File: src/rtl/cpu_pkg.sv
// Shared SM83 CPU control encodings and the packed control word.
// Imported by the CPU top level, cpu_control_unit and cpu_decoder.
package cpu_pkg;

    typedef enum logic {
        PC_SAME,
        PC_INC
    } pc_next_e;

    typedef enum logic [2:0] {
        SEL_A,
        SEL_W,
        SEL_Z,
        SEL_REG8_SRC,
        SEL_REG8_DEST,
        SEL_HL,
        SEL_REG16_HI,
        SEL_REG16_LO
    } reg_sel_e;

    typedef enum logic [2:0] {
        OP_NONE,
        OP_WRITE_ALU,
        OP_WRITE_MEM,
        OP_INC_HL,
        OP_DEC_HL
    } reg_op_e;

    typedef enum logic {
        ALU_COPY_A,
        ALU_INC_A
    } alu_op_e;

    typedef enum logic {
        ALU_A_REG1
    } alu_sel_a_e;

    typedef enum logic {
        ALU_B_REG2
    } alu_sel_b_e;

    typedef enum logic [1:0] {
        ADDR_PC,
        ADDR_HL,
        ADDR_REG
    } mem_addr_sel_e;

    typedef struct packed {
        pc_next_e      pc_next;
        logic          inst_load;
        reg_sel_e      reg_read1_sel;
        reg_sel_e      reg_read2_sel;
        reg_sel_e      reg_write_sel;
        reg_op_e       reg_op;
        alu_op_e       alu_op;
        alu_sel_a_e    alu_sel_a;
        alu_sel_b_e    alu_sel_b;
        logic          mem_enable;
        logic          mem_write;
        mem_addr_sel_e mem_addr_sel;
    } ctrl_word_t;

    localparam ctrl_word_t CTRL_DEFAULT = '{
        pc_next:       PC_SAME,
        inst_load:     1'b0,
        reg_read1_sel: SEL_A,
        reg_read2_sel: SEL_A,
        reg_write_sel: SEL_A,
        reg_op:        OP_NONE,
        alu_op:        ALU_COPY_A,
        alu_sel_a:     ALU_A_REG1,
        alu_sel_b:     ALU_B_REG2,
        mem_enable:    1'b0,
        mem_write:     1'b0,
        mem_addr_sel:  ADDR_PC
    };

endpackage

File: src/rtl/cpu_decoder.sv
// Combinational microcode map from (opcode, step) to the control word.
// INC r decoding is present only when CPU_CONTROL_INC_EN is defined.
module cpu_decoder
    import cpu_pkg::*;
(
    input  logic [7:0] opcode,
    input  logic [1:0] step,
    output ctrl_word_t ctrl
);

    logic [2:0] dst;
    logic [2:0] src;
    logic       last;

    assign dst = opcode[5:3];
    assign src = opcode[2:0];

    always_comb begin
        ctrl = CTRL_DEFAULT;
        last = 1'b1;

        if (opcode == 8'h36) begin
            case (step)
                2'd0: begin
                    ctrl.mem_enable    = 1'b1;
                    ctrl.mem_addr_sel  = ADDR_PC;
                    ctrl.pc_next       = PC_INC;
                    ctrl.reg_write_sel = SEL_Z;
                    ctrl.reg_op        = OP_WRITE_MEM;
                    last               = 1'b0;
                end
                2'd1: begin
                    ctrl.mem_enable    = 1'b1;
                    ctrl.mem_write     = 1'b1;
                    ctrl.mem_addr_sel  = ADDR_HL;
                    ctrl.reg_read1_sel = SEL_Z;
                    last               = 1'b0;
                end
                default: ;
            endcase
        end else if (opcode[7:6] == 2'b01 && opcode != 8'h76) begin
            if (src == 3'd6) begin
                if (step == 2'd0) begin
                    ctrl.mem_enable    = 1'b1;
                    ctrl.mem_addr_sel  = ADDR_HL;
                    ctrl.reg_write_sel = SEL_REG8_DEST;
                    ctrl.reg_op        = OP_WRITE_MEM;
                    last               = 1'b0;
                end
            end else if (dst == 3'd6) begin
                if (step == 2'd0) begin
                    ctrl.mem_enable    = 1'b1;
                    ctrl.mem_write     = 1'b1;
                    ctrl.mem_addr_sel  = ADDR_HL;
                    ctrl.reg_read1_sel = SEL_REG8_SRC;
                    last               = 1'b0;
                end
            end else begin
                ctrl.reg_read1_sel = SEL_REG8_SRC;
                ctrl.reg_write_sel = SEL_REG8_DEST;
                ctrl.reg_op        = OP_WRITE_ALU;
            end
        end else if (opcode[7:6] == 2'b00 && src == 3'd6 && dst != 3'd6) begin
            if (step == 2'd0) begin
                ctrl.mem_enable    = 1'b1;
                ctrl.mem_addr_sel  = ADDR_PC;
                ctrl.pc_next       = PC_INC;
                ctrl.reg_write_sel = SEL_REG8_DEST;
                ctrl.reg_op        = OP_WRITE_MEM;
                last               = 1'b0;
            end
        end else if (opcode == 8'h0A || opcode == 8'h1A) begin
            if (step == 2'd0) begin
                ctrl.mem_enable    = 1'b1;
                ctrl.mem_addr_sel  = ADDR_REG;
                ctrl.reg_read1_sel = SEL_REG16_HI;
                ctrl.reg_read2_sel = SEL_REG16_LO;
                ctrl.reg_write_sel = SEL_A;
                ctrl.reg_op        = OP_WRITE_MEM;
                last               = 1'b0;
            end
        end else if (opcode == 8'h22 || opcode == 8'h32) begin
            if (step == 2'd0) begin
                ctrl.mem_enable    = 1'b1;
                ctrl.mem_write     = 1'b1;
                ctrl.mem_addr_sel  = ADDR_HL;
                ctrl.reg_read1_sel = SEL_A;
                ctrl.reg_op        = opcode[4] ? OP_DEC_HL : OP_INC_HL;
                last               = 1'b0;
            end
`ifdef CPU_CONTROL_INC_EN
        end else if (opcode[7:6] == 2'b00 && src == 3'd4 && dst != 3'd6) begin
            ctrl.reg_read1_sel = SEL_REG8_DEST;
            ctrl.alu_op        = ALU_INC_A;
            ctrl.reg_write_sel = SEL_REG8_DEST;
            ctrl.reg_op        = OP_WRITE_ALU;
`endif
        end

        // Final step of every instruction overlaps the next opcode fetch.
        if (last) begin
            ctrl.mem_enable   = 1'b1;
            ctrl.mem_addr_sel = ADDR_PC;
            ctrl.pc_next      = PC_INC;
            ctrl.inst_load    = 1'b1;
        end
    end

endmodule

File: src/rtl/cpu_control_unit.sv
// SM83 control unit: opcode/step registers, reset gating and decoder instance.
// Optional INC r support is enabled by defining CPU_CONTROL_INC_EN.
module cpu_control_unit
    import cpu_pkg::*;
(
    input  logic          clk,
    input  logic          reset,
    input  logic [1:0]    t_cycle,
    input  logic [7:0]    mem_data_in,
    output pc_next_e      pc_next,
    output logic          inst_load,
    output reg_sel_e      reg_read1_sel,
    output reg_sel_e      reg_read2_sel,
    output reg_sel_e      reg_write_sel,
    output reg_op_e       reg_op,
    output alu_op_e       alu_op,
    output alu_sel_a_e    alu_sel_a,
    output alu_sel_b_e    alu_sel_b,
    output logic          mem_enable,
    output logic          mem_write,
    output mem_addr_sel_e mem_addr_sel
);

    logic [7:0] opcode;
    logic [1:0] step;
    ctrl_word_t dec_word;
    ctrl_word_t out_word;

    cpu_decoder u_decoder (
        .opcode (opcode),
        .step   (step),
        .ctrl   (dec_word)
    );

    always_ff @(posedge clk) begin
        if (reset) begin
            opcode <= 8'h00;
            step   <= 2'd0;
        end else if (t_cycle == 2'd3) begin
            if (dec_word.inst_load) begin
                opcode <= mem_data_in;
                step   <= 2'd0;
            end else begin
                step <= step + 2'd1;
            end
        end
    end

    always_comb begin
        out_word = reset ? CTRL_DEFAULT : dec_word;
    end

    assign pc_next       = out_word.pc_next;
    assign inst_load     = out_word.inst_load;
    assign reg_read1_sel = out_word.reg_read1_sel;
    assign reg_read2_sel = out_word.reg_read2_sel;
    assign reg_write_sel = out_word.reg_write_sel;
    assign reg_op        = out_word.reg_op;
    assign alu_op        = out_word.alu_op;
    assign alu_sel_a     = out_word.alu_sel_a;
    assign alu_sel_b     = out_word.alu_sel_b;
    assign mem_enable    = out_word.mem_enable;
    assign mem_write     = out_word.mem_write;
    assign mem_addr_sel  = out_word.mem_addr_sel;

endmodule

File: config.mk
export PLATFORM = sky130hd
export DESIGN_NAME = cpu_control_unit
export DESIGN_NICKNAME = d
export VERILOG_FILES = /design/src/rtl/cpu_pkg.sv /design/src/rtl/cpu_decoder.sv /design/src/rtl/cpu_control_unit.sv
export SDC_FILE = /design/constraint.sdc
export NUM_CORES = 1
export LEC_CHECK = 0
export ABC_AREA = 0
export BUFFER_PORTS_ARGS = -buffer_cell sky130_fd_sc_hd__buf_2
export CAP_MARGIN = 25
export CORE_ASPECT_RATIO = 1.75
export CORE_MARGIN = 4
export CORE_UTILIZATION = 35
export DETAILED_ROUTE_END_ITERATION = 6
export GPL_TIMING_DRIVEN = 1
export PLACE_DENSITY_LB_ADDON = 0.2
export SYNTH_ARGS = -nofsm -noshare
export SYNTH_HDL_FRONTEND = slang
export SYNTH_SLANG_ARGS = --single-unit
File: constraint.sdc
create_clock -name clk -period 2.55 [get_ports clk]
set_input_delay 0.3825 -clock clk [delete_from_list [all_inputs] [get_ports clk]]
set_output_delay 0.3825 -clock clk [all_outputs]
set_load 0.005 [all_outputs]
==> results.json, run 1 <==
{
  "cts_root_buffer": "sky130_fd_sc_hd__clkbuf_8",
  "ant_nets": 0,
  "dpl-instance-area_mm2": 0.001023,
  "antenna_violations_before_repair": 0,
  "crit_arrival_ns": 2.02,
  "r2r_setup_slk_ns": 0.42,
  "drtPass1Iterations": 4,
  "fin_crit_ns": 2.401,
  "power.density_cell_area_mw_per_mm2": 414.0,
  "cts_made_buffers": 3,
  "drc": 0,
  "setup_violations": 0,
  "final_layout_size_suffix_gt1_share_pct": 33.57,
  "place.detailed.hpwl_um": 1896,
  "final_hold_viol_count": 0,
  "synth-main-ff-cell": "sky130_fd_sc_hd__dfxtp_1",
  "total_power_uw": 451.7,
  "clock_tree.buffer_depth": 2,
  "initial_core_utilization_pct": 37.65,
  "grt_start_max_net_pins": 18,
  "grt_overflow": 0,
  "die_height_um": 74.65,
  "die_w_um": 46.09,
  "setup_tns_ns": 0,
  "holdPathStages": 3,
  "max_cap_viol_count": 0,
  "drt-total-wl_um": 2323,
  "unrepaired_setup_endpoints_after_global_routing": "no",
  "diodes": 0,
  "timing.final.crit_share_pct": 94.17,
  "met3RoutedLength_um": 130,
  "adder_and_majority_gate_portion_of_the_synthesized_area_pct": 4.085,
  "pwr-share-seq_pct": 38.4,
  "area_taken_by_flip_flops_and_latches_um2": 200.2,
  "timing.fmax_ghz": 0.4165,
  "fin_nets": 158,
  "clock_tree.htree_level_count": 1,
  "timing_worst_setup_path_type": "reg -> out",
  "total_switching_power_uw": 114.7,
  "synth_cell_types": 43,
  "post_synth_and_or_nand_nor_area_fraction_pct": 36.62,
  "multi_input_comb_area_um2": 619.3,
  "crit_path_start_kind": "register",
  "timing.critical_path.max_delay_family": "compound AO/OA/AOI/OAI gates",
  "routed_wl_per_cell_um": 13.83,
  "combinational_family_with_the_most_area_after_synthesis": "simple AND/OR/NAND/NOR gates",
  "end_kind": "primary output",
  "routabilityCongestion": 0.8719,
  "synth-xor-area-share_pct": 0.9859,
  "die-area_mm2": 0.003440,
  "cts_num_sinks": 10,
  "global_route.usage.total_pct": 15.15,
  "drv_slew": 0,
  "post_cts_hold_buffer_count": 0,
  "synth.yosys.warnings": 0,
  "share_clk_of_total_power_pct": 43.0,
  "clock-skew-final_ns": 0.003657,
  "highest_layer": "met4",
  "r2r_cells": 8,
  "comb_pwr_share_pct": 18.6,
  "vias": 906,
  "dr.first_iter.drc_count": 27,
  "detailroute.wirelength.met2_um": 1225,
  "final_cell_mix": "28 x sky130_fd_sc_hd__buf_2, 21 x sky130_fd_sc_hd__nand2_1, 12 x sky130_fd_sc_hd__nor2_1, 10 x sky130_fd_sc_hd__dfxtp_1, 6 x sky130_fd_sc_hd__mux2i_1",
  "yosys_reg_bits": 10,
  "core_region_area_mm2": 0.002360,
  "num_rows": 23,
  "worst-path-max-fanout": 7,
  "tritoncts": "done",
  "clk_pin_slew_ns": 0.05,
  "floorplan.io_pins": 33,
  "via_per_inst": 5.393,
  "required_ns": 2.17,
  "nFillCells": 267,
  "route.layer.met1.wl_um": 891,
  "synthArstFlopShare_pct": 0,
  "post_synth.cell_area_avg_um2": 7.725,
  "critical_path_cell_by_cell": "inv_1 > ha_2 > and4b_4 > a311oi_4 > a211oi_4 > or2_1 > a21oi_1 > buf_2",
  "slowest_stage_delay_on_critical_path_ns": 0.36,
  "io_buffer_count": 28,
  "final_common_cell": "sky130_fd_sc_hd__buf_2",
  "critical_path_buf_inv_count": 2,
  "outcome": "completed",
  "cellLeakagePower_uw": 0.0004851,
  "synth_seq_area_share_pct": 22.54,
  "synth_compound_gate_area_share_pct": 19.01,
  "min_path_type": "in -> reg",
  "critical_path_depth": 8,
  "synth_area_um2": 888.4,
  "vdd.ir_drop.worst_mv": 0.3897,
  "synth_cells": 115,
  "clk_latency_worst_skew_pair_ns": 0.23,
  "post_route_cell_area_mm2": 0.001091,
  "cellInternalPower_uw": 337.0,
  "grt_pass1_wl_um": 3919,
  "area_delta_synth_final_pct": 22.82,
  "synth_edf_count": 0,
  "first_global_vias": 882,
  "yosys-mux-area-fraction_pct": 6.761,
  "crit_slowest_cell": "sky130_fd_sc_hd__dfxtp_1",
  "netSwitchingFraction_pct": 25.38
}
state kept, by name (all words and copies together), names as in the netlist:
signal,flops
step,2
opcode,8
layer usage:
metal | global-route usage [%] | up-vias
met5 | 0 | -
met4 | 7.278 | 0
met3 | 2.871 | 8
met2 | 27.45 | 29
met1 | 15.89 | 408
li1 | - | 461
path summary, 6_finish.rpt:
| path | start | end |
|---|---|---|
| hold / removal | mem_data_in[0] | opcode[0] |
| setup reg to reg | step[0] | opcode[1] |
| hold reg to reg | step[1] | step[1] |
| setup / recovery | step[0] | pc_next |
worst register-to-register path, cell delays in order, from the launching register on:
cell and delay (ns):
sky130_fd_sc_hd__dfxtp_1 0.36, sky130_fd_sc_hd__inv_1 0.06, sky130_fd_sc_hd__ha_2 0.22, sky130_fd_sc_hd__and4b_4 0.24, sky130_fd_sc_hd__a311oi_4 0.33, sky130_fd_sc_hd__a211oi_4 0.08, sky130_fd_sc_hd__buf_4 0.16, sky130_fd_sc_hd__nor3_4 0.37
sky130_fd_sc_hd__mux2i_1 0.23
synth_stat cells, drive strengths merged, types with 2 or more instances:
cell    instances  area share [%]
nand3b          2             2.1
nor3            3             3.0
dfxtp          10              23
or4b            2             2.3
o21ai           6             3.4
a21oi           5             2.8
nand3           3             2.3
nor2b           2             1.4
nor2           12             5.1
nor4b           2             2.7
a311oi          2             3.9
nand4           2             1.4
ha              2             2.8
mux2i           6             6.8
nand2          21             8.9
clkbuf          2            0.85
inv             4             1.7
buf             9             7.0
a31oi           3             2.1
and3b           2             2.0
power groups by stage:
stage / clock network [uW] / registers, uW / logic, uW
floorplan: 0 / 174 / 60.4
global placement: 0 / 176 / 81.2
detailed placement: 0 / 177 / 82.4
CTS: 200 / 173 / 82.6
global route: 210 / 175 / 93.7
finish: 194 / 174 / 84.0
stage by stage:
stage,setup slack [ns],utilization [%],hold WS (ns),std cells
2_1_floorplan,0.5569,-,0.4369,118
3_3_place_gp,0.3304,43.37,0.4485,163
3_5_place_dp,0.2865,43.37,0.4669,163
4_1_cts,0.03758,45.71,0.3933,167
5_1_grt,0.03868,46.24,0.4050,168
6_report,0.1488,46.24,0.3951,168
cell families after synthesis:
kind of cell               count (synthesis)
and+or+nand+nor                           57
AOI/OAI and AO/OA                         22
buffers and inverters                     15
DFF                                       10
muxes                                      6
adders and majority gates                  3
other                                      1
xor gates and xnor gates                   1
area by class of cell:
| class | count | share of cell area [%] |
|---|---|---|
| well taps | 25 | 2.867 |
| inverters | 4 | 1.376 |
| repair buffers | 32 | 15.60 |
| clock buffers | 4 | 5.046 |
| multi-input cells | 93 | 56.77 |
| flip-flops and latches | 10 | 18.35 |
timing repair:
action	CTS	global route
setup buffers	0	1
endpoints found under the setup margin	0	3
gates resized for setup	0	2
No activity file was read; power rests on OpenSTA's default activity.
==> run 2: changes to the inputs <==
Settings changed: SYNTH_HIERARCHICAL set to 1.
==> results.json, run 2 <==
{
  "min-delay-start": "mem_data_in[6]",
  "final_layout_size_suffix_gt1_share_pct": 26.76,
  "clock-skew-final_ns": 0.002496,
  "synth_largest_type_area_fraction_pct": 20.46,
  "drv_slew": 0,
  "end_kind": "primary output",
  "routed_wl_per_cell_um": 11.14,
  "final_cell_mix": "28 x sky130_fd_sc_hd__buf_2, 23 x sky130_fd_sc_hd__nor2b_1, 17 x sky130_fd_sc_hd__nand2b_1, 10 x sky130_fd_sc_hd__dfxtp_1, 8 x sky130_fd_sc_hd__mux2i_1",
  "crit_slowest_cell": "sky130_fd_sc_hd__nor4b_4",
  "regMostFlops": "opcode",
  "num_rows": 25,
  "critical_path_cell_by_cell": "nor4b_4 > nand2_4 > nor4b_2 > or3_1 > nor2b_1 > buf_2",
  "post_route_cell_area_mm2": 0.001097,
  "vias": 826,
  "reg.largest.list": "opcode: 8 flops, step: 2 flops",
  "crit_arrival_ns": 1.91,
  "grt_pass1_wl_um": 3111,
  "die_w_um": 47.97,
  "grt_start_max_net_pins": 40,
  "cts_root_buffer": "sky130_fd_sc_hd__clkbuf_8",
  "fin_nets": 156,
  "tightest_slew_ns": 0.5548,
  "initial_core_utilization_pct": 36.37,
  "routabilityCongestion": 0.7987,
  "clk_latency_worst_skew_pair_ns": 0.23,
  "vdd.ir_drop.worst_mv": 0.2245,
  "yosys_reg_bits": 10,
  "setup_violations": 0,
  "cellLeakagePower_uw": 0.0004700,
  "drt-total-wl_um": 1882,
  "synth-main-ff-cell": "sky130_fd_sc_hd__dfxtp_1",
  "final_common_cell": "sky130_fd_sc_hd__buf_2",
  "antenna_violations_before_repair": 0,
  "fin_crit_ns": 2.293,
  "timing_worst_setup_path_type": "reg -> out",
  "clock_tree.htree_level_count": 1,
  "holdPathStages": 3,
  "post_cts.resized_instances": 0,
  "ant_nets": 0,
  "clk_pin_slew_ns": 0.04,
  "synth.yosys.warnings": 6,
  "core_region_area_mm2": 0.002690,
  "yosys.area.top_type": "sky130_fd_sc_hd__dfxtp_1",
  "floorplan.io_pins": 33,
  "unrepaired_setup_endpoints_after_global_routing": "no",
  "worst-path-max-fanout": 5,
  "min_path_type": "in -> reg",
  "post_cts_hold_buffer_count": 0,
  "crit_path_start_kind": "register",
  "dr.first_iter.drc_count": 8,
  "timing.fmax_ghz": 0.4360,
  "dpl-instance-area_mm2": 0.001056,
  "post_synth_most_frequent_cells": "23 x sky130_fd_sc_hd__nor2b_1, 17 x sky130_fd_sc_hd__nand2b_1, 10 x sky130_fd_sc_hd__dfxtp_1",
  "first_global_vias": 775,
  "total_power_uw": 406.4,
  "r2r_setup_slk_ns": 0.42,
  "slowest_stage_delay_on_critical_path_ns": 0.44,
  "post_synth.cell_area_avg_um2": 7.891,
  "max_cap_viol_count": 0,
  "synth_area_um2": 978.4,
  "placedCellCount": 166,
  "grt_overflow": 0,
  "via_per_inst": 4.888,
  "power.density_cell_area_mw_per_mm2": 370.4,
  "largest_register_ff_count": 8,
  "instances_no_fill": 169,
  "place.detailed.hpwl_um": 1490,
  "synth_cells": 124,
  "synth.area.top_cells": "sky130_fd_sc_hd__dfxtp_1 20%, sky130_fd_sc_hd__nor2b_1 15%, sky130_fd_sc_hd__nand2b_1 11%",
  "cts_made_buffers": 3,
  "die_height_um": 77.95,
  "drtPass1Iterations": 4,
  "r2r_cells": 6,
  "yosysMostFrequentCell": "sky130_fd_sc_hd__nor2b_1",
  "max_slew_headroom_at_the_worst_pin_pct": 63.01,
  "drc": 0,
  "synth_seq_area_share_pct": 20.46,
  "timing.final.crit_share_pct": 89.94,
  "setup_tns_ns": 0,
  "synth_edf_count": 0,
  "io_buffer_count": 28,
  "r2r-start": "opcode[5]",
  "cts_num_sinks": 10,
  "die-area_mm2": 0.003739,
  "tritoncts": "done",
  "synthArstFlopShare_pct": 0,
  "cts.repair_timing.setup_buffer_count": 0,
  "outcome": "completed",
  "min_delay_worst_endpoint": "opcode[6]",
  "clock_tree.buffer_depth": 2,
  "global_route.usage.total_pct": 10.99,
  "diodes": 0,
  "final_hold_viol_count": 0,
  "area_delta_synth_final_pct": 12.15,
  "synth_cell_types": 40,
  "required_ns": 2.17,
  "r2r_end": "opcode[3]"
}
-- run 2: changes by cell type after synthesis, moves of 3 or more --
cell,previous run,this run
sky130_fd_sc_hd__nand2_1,21,5
sky130_fd_sc_hd__buf_2,2,5
sky130_fd_sc_hd__nor2_1,12,4
sky130_fd_sc_hd__nand2b_1,0,17
sky130_fd_sc_hd__nor2b_1,2,23
-- run 2: critical path: cells and delay by family, from the launching register on --
family	cells	cell delay, ns
buffers and inverters	1	0.12
AND/OR/NAND/NOR	5	1.24
flip-flops	1	0.33
-- run 2: cell families (layout without fill, tap and decap cells) --
logic type,Yosys count,in the layout,share of synthesized area (%)
and+or+nand+nor,67,67,45.78
AOI/OAI and AO/OA,18,18,12.15
buffers and inverters,18,33,11.76
DFF,10,10,20.46
muxes,8,8,8.184
other,2,5,0.7675
xor gates and xnor gates,1,1,0.8953
-- run 2: layer usage --
layer | part of all wire, % | global-route usage (%) | vias up
met2 | 51 | 18.57 | 34
met1 | 40 | 12.11 | 349
met5 | 0 | 0 | -
met4 | 1.4 | 6.199 | 0
li1 | - | - | 439
met3 | 7.7 | 1.392 | 4
-- run 2: worst max-delay path by stage --
| stage | startpoint | to | slack (ns) | cells after the start |
|---|---|---|---|---|
| floorplan | opcode[0] | reg_read1_sel[2] | 0.69 | 5 |
| global placement | opcode[0] | reg_read1_sel[1] | 0.49 | 6 |
| detailed placement | opcode[5] | opcode[3] | 0.44 | 6 |
| CTS | opcode[0] | reg_read1_sel[1] | 0.24 | 6 |
| global route | opcode[0] | reg_read1_sel[1] | 0.07 | 6 |
| finish | opcode[0] | reg_read1_sel[1] | 0.26 | 6 |
-- run 2: area by class of cell --
| class | count | area [um^2] |
|---|---|---|
| clock buffers | 3 | 41.29 |
| fillers | 285 | 1593 |
| inverters | 2 | 7.507 |
| multi-input cells | 99 | 674.4 |
| flip-flops and latches | 10 | 200.2 |
| well taps | 27 | 33.78 |
| repair buffers | 28 | 140.1 |
-- run 2: where the power goes --
part / leakage, uW / internal, uW / switching, uW
sequential: 0.0000816 / 164 / 9.32
combinational: 0.000367 / 38.4 / 37.3
clock: 0.0000216 / 103 / 54.9
total: 0.000470 / 305 / 102
-- run 2: through the flow --
stage	util [%]	setup WS, ns	hold WS, ns
floorplan	-	0.6934	0.4601
global placement	39.26	0.4920	0.4817
detailed placement	39.26	0.4371	0.4933
CTS	40.79	0.2380	0.4031
global route	40.79	0.06586	0.4292
finish	40.79	0.2566	0.4055
==> run 3: changes to the inputs <==
Settings changed: ABC_AREA 0 to 1, SYNTH_HIERARCHICAL 1 to unset.
==> results.json, run 3 <==
{
  "comb_pwr_share_pct": 26.5,
  "post_synth_most_frequent_cells": "35 x sky130_fd_sc_hd__nand2_1, 30 x sky130_fd_sc_hd__inv_1, 23 x sky130_fd_sc_hd__nor2_1",
  "vdd.ir_drop.worst_mv": 0.2343,
  "critPathMostFrequentCell": "sky130_fd_sc_hd__nand2_1",
  "final_cell_mix": "35 x sky130_fd_sc_hd__nand2_1, 30 x sky130_fd_sc_hd__inv_1, 28 x sky130_fd_sc_hd__buf_2, 23 x sky130_fd_sc_hd__nor2_1, 10 x sky130_fd_sc_hd__dfxtp_1",
  "ant_nets": 0,
  "setup_violations": 0,
  "grt_overflow": 0,
  "timing_worst_setup_path_type": "reg -> out",
  "required_ns": 2.17,
  "drc": 0,
  "die_w_um": 47.61,
  "cellLeakagePower_uw": 0.0006645,
  "pwr-share-seq_pct": 38.4,
  "diodes": 0,
  "timing.fmax_ghz": 0.4295,
  "crit_path_start_kind": "register",
  "drtPass1Iterations": 4,
  "global_route.usage.total_pct": 14.21,
  "synth_edf_count": 0,
  "synth_area_um2": 960.9,
  "netSwitchingFraction_pct": 30.93,
  "min_path_type": "in -> reg",
  "final_common_cell": "sky130_fd_sc_hd__nand2_1",
  "unrepaired_setup_endpoints_after_global_routing": "no",
  "yosysMostFrequentCell": "sky130_fd_sc_hd__nand2_1",
  "first_global_vias": 989,
  "share_clk_of_total_power_pct": 35.1,
  "antenna_violations_before_repair": 0,
  "num_rows": 24,
  "clock_tree.htree_level_count": 1,
  "worst-path-max-fanout": 9,
  "dr.first_iter.drc_count": 17,
  "final_layout_size_suffix_gt1_share_pct": 27.66,
  "cts_made_buffers": 3,
  "die-area_mm2": 0.003681,
  "drv_slew": 0,
  "cellInternalPower_uw": 316.1,
  "largest_register_ff_count": 8,
  "via_per_inst": 4.916,
  "critical_path_cell_by_cell": "inv_1 > ha_1 > nand2_1 > nor2_1 > nand2_1 > nand3_1 > nor2_4 > nand2_2 > a31oi_1 > buf_2",
  "synth_seq_area_share_pct": 20.83,
  "power.density_cell_area_mw_per_mm2": 406.8,
  "synth.yosys.warnings": 0,
  "synth.area.top_cells": "sky130_fd_sc_hd__dfxtp_1 21%, sky130_fd_sc_hd__nand2_1 14%, sky130_fd_sc_hd__inv_1 12%",
  "tritoncts": "done",
  "synth_cells": 163,
  "crit_slowest_cell": "sky130_fd_sc_hd__dfxtp_1",
  "routabilityCongestion": 0.8826,
  "floorplan.io_pins": 33,
  "nFillCells": 298,
  "multi_input_comb_area_um2": 571.8,
  "fin_nets": 204,
  "timing.final.crit_share_pct": 91.32,
  "reg.largest.list": "opcode: 8 flops, step: 2 flops",
  "cts_root_buffer": "sky130_fd_sc_hd__clkbuf_8",
  "crit_arrival_ns": 1.95,
  "post_cts_hold_buffer_count": 0,
  "slowest_stage_delay_on_critical_path_ns": 0.34,
  "core_region_area_mm2": 0.002552,
  "outcome": "completed",
  "synth-main-ff-cell": "sky130_fd_sc_hd__dfxtp_1",
  "routed_wl_per_cell_um": 10.95,
  "synth_cell_types": 28,
  "drt-total-wl_um": 2344,
  "clk_pin_slew_ns": 0.05,
  "max_cap_viol_count": 0,
  "setup_tns_ns": 0,
  "yosys_reg_bits": 10,
  "end_kind": "primary output",
  "synthArstFlopShare_pct": 0,
  "io_buffer_count": 28,
  "cts.repair_timing.setup_buffer_count": 0,
  "grt_start_max_net_pins": 14,
  "area_taken_by_flip_flops_and_latches_um2": 200.2,
  "final_hold_viol_count": 0,
  "critical_path_buf_inv_count": 2,
  "cts_num_sinks": 10,
  "post_cts.resized_instances": 0,
  "initial_core_utilization_pct": 37.65,
  "post_synth.cell_area_avg_um2": 5.895,
  "clock-skew-final_ns": 0.003092,
  "clk_latency_worst_skew_pair_ns": 0.23,
  "area_delta_synth_final_pct": 17.06,
  "clock_tree.buffer_depth": 2,
  "total_switching_power_uw": 141.6,
  "grt_pass1_wl_um": 3857,
  "final_standard_cell_utilization_of_the_core_pct": 44.07,
  "vias": 1052,
  "regMostFlops": "opcode",
  "fin_crit_ns": 2.329,
  "place.detailed.hpwl_um": 2037,
  "yosys.area.top_type": "sky130_fd_sc_hd__dfxtp_1",
  "synth_largest_type_area_fraction_pct": 20.83,
  "die_height_um": 77.32,
  "timing.critical_path.max_delay_family": "simple AND/OR/NAND/NOR gates"
}
run 3: cell types whose count changed after synthesis, moves of 3 or more:
cell / before / now
sky130_fd_sc_hd__buf_2: 5 / 1
sky130_fd_sc_hd__inv_1: 1 / 30
sky130_fd_sc_hd__inv_2: 1 / 6
sky130_fd_sc_hd__mux2i_1: 8 / 0
sky130_fd_sc_hd__nand2_1: 5 / 35
sky130_fd_sc_hd__nand2_2: 0 / 4
sky130_fd_sc_hd__nand2b_1: 17 / 0
sky130_fd_sc_hd__nand3_1: 1 / 4
sky130_fd_sc_hd__nand3_2: 0 / 4
sky130_fd_sc_hd__nand4_1: 0 / 9
sky130_fd_sc_hd__nor2_1: 4 / 23
sky130_fd_sc_hd__nor2_2: 0 / 3
sky130_fd_sc_hd__nor2b_1: 23 / 0
sky130_fd_sc_hd__nor3_1: 1 / 4
run 3: cell type report:
| cell class | instances | share of cell area [%] |
|---|---|---|
| Multi-Input combinational cell | 110 | 50.83 |
| Inverter | 37 | 12.35 |
| Tap cell | 26 | 2.892 |
| Sequential cell | 10 | 17.80 |
| Timing Repair Buffer | 28 | 12.46 |
| Clock buffer | 3 | 3.671 |
run 3: worst register-to-register path, stage by stage, from the launching register on:
cell and delay, ns:
sky130_fd_sc_hd__dfxtp_1 0.34, sky130_fd_sc_hd__inv_1 0.07, sky130_fd_sc_hd__ha_1 0.29, sky130_fd_sc_hd__or2_2 0.32, sky130_fd_sc_hd__nand3_2 0.20, sky130_fd_sc_hd__nand4_4 0.20
sky130_fd_sc_hd__nand2_1 0.11, sky130_fd_sc_hd__inv_1 0.04, sky130_fd_sc_hd__nor2_1 0.09
run 3: path summary, 6_finish.rpt:
check,end,startpoint,slack [ns],cells after the start
worst min register to register,step[1],step[1],0.47,2
worst min-delay path,step[1],reset,0.46,2
worst max register to register,opcode[4],step[0],0.82,8
worst max-delay path,pc_next,step[0],0.22,10
run 3: power by group through the flow:
stage          clock (uW)  sequential (uW)  combinational [uW]
6_report              161              176                 121
3_3_place_gp            0              178                 122
2_1_floorplan           0              177                93.0
4_1_cts               166              176                 123
3_5_place_dp            0              178                 123
5_1_grt               176              177                 140
run 3: metrics by stage:
step | cells | area (um^2) | hold slack [ns] | power (uW) | worst slack, ns
4_1_cts | 214 | 1125 | 0.4649 | 465.2 | 0.2279
3_3_place_gp | 211 | 1084 | 0.4657 | 299.6 | 0.5266
2_1_floorplan | 166 | 972.2 | 0.4453 | 269.6 | 0.7850
3_5_place_dp | 211 | 1084 | 0.4738 | 301.1 | 0.4815
5_1_grt | 214 | 1125 | 0.4987 | 492.8 | 0.09661
6_report | 214 | 1125 | 0.4638 | 457.6 | 0.2215
run 3: routing by layer:
layer	part of all wire [%]	vias up	global-route usage [%]	wire, um
met4	5.2	0	12.94	121
met1	37	457	14.00	868
met2	51	38	23.25	1195
met3	6.7	11	1.874	158
met5	0	-	0	0
li1	-	546	-	-
run 3: cells by family (layout without fill, tap and decap cells):
family                   after synthesis  count (layout)  synth area share, %
AND/OR/NAND/NOR                       90              90                46.61
other                                  1               4               0.3903
AO/OA/AOI/OAI                         13              13                7.811
XOR/XNOR                               1               1               0.9116
flip-flops                            10              10                20.83
adder cells (fa/ha/maj)                2               2                2.604
buffers and inverters                 46              68                20.83
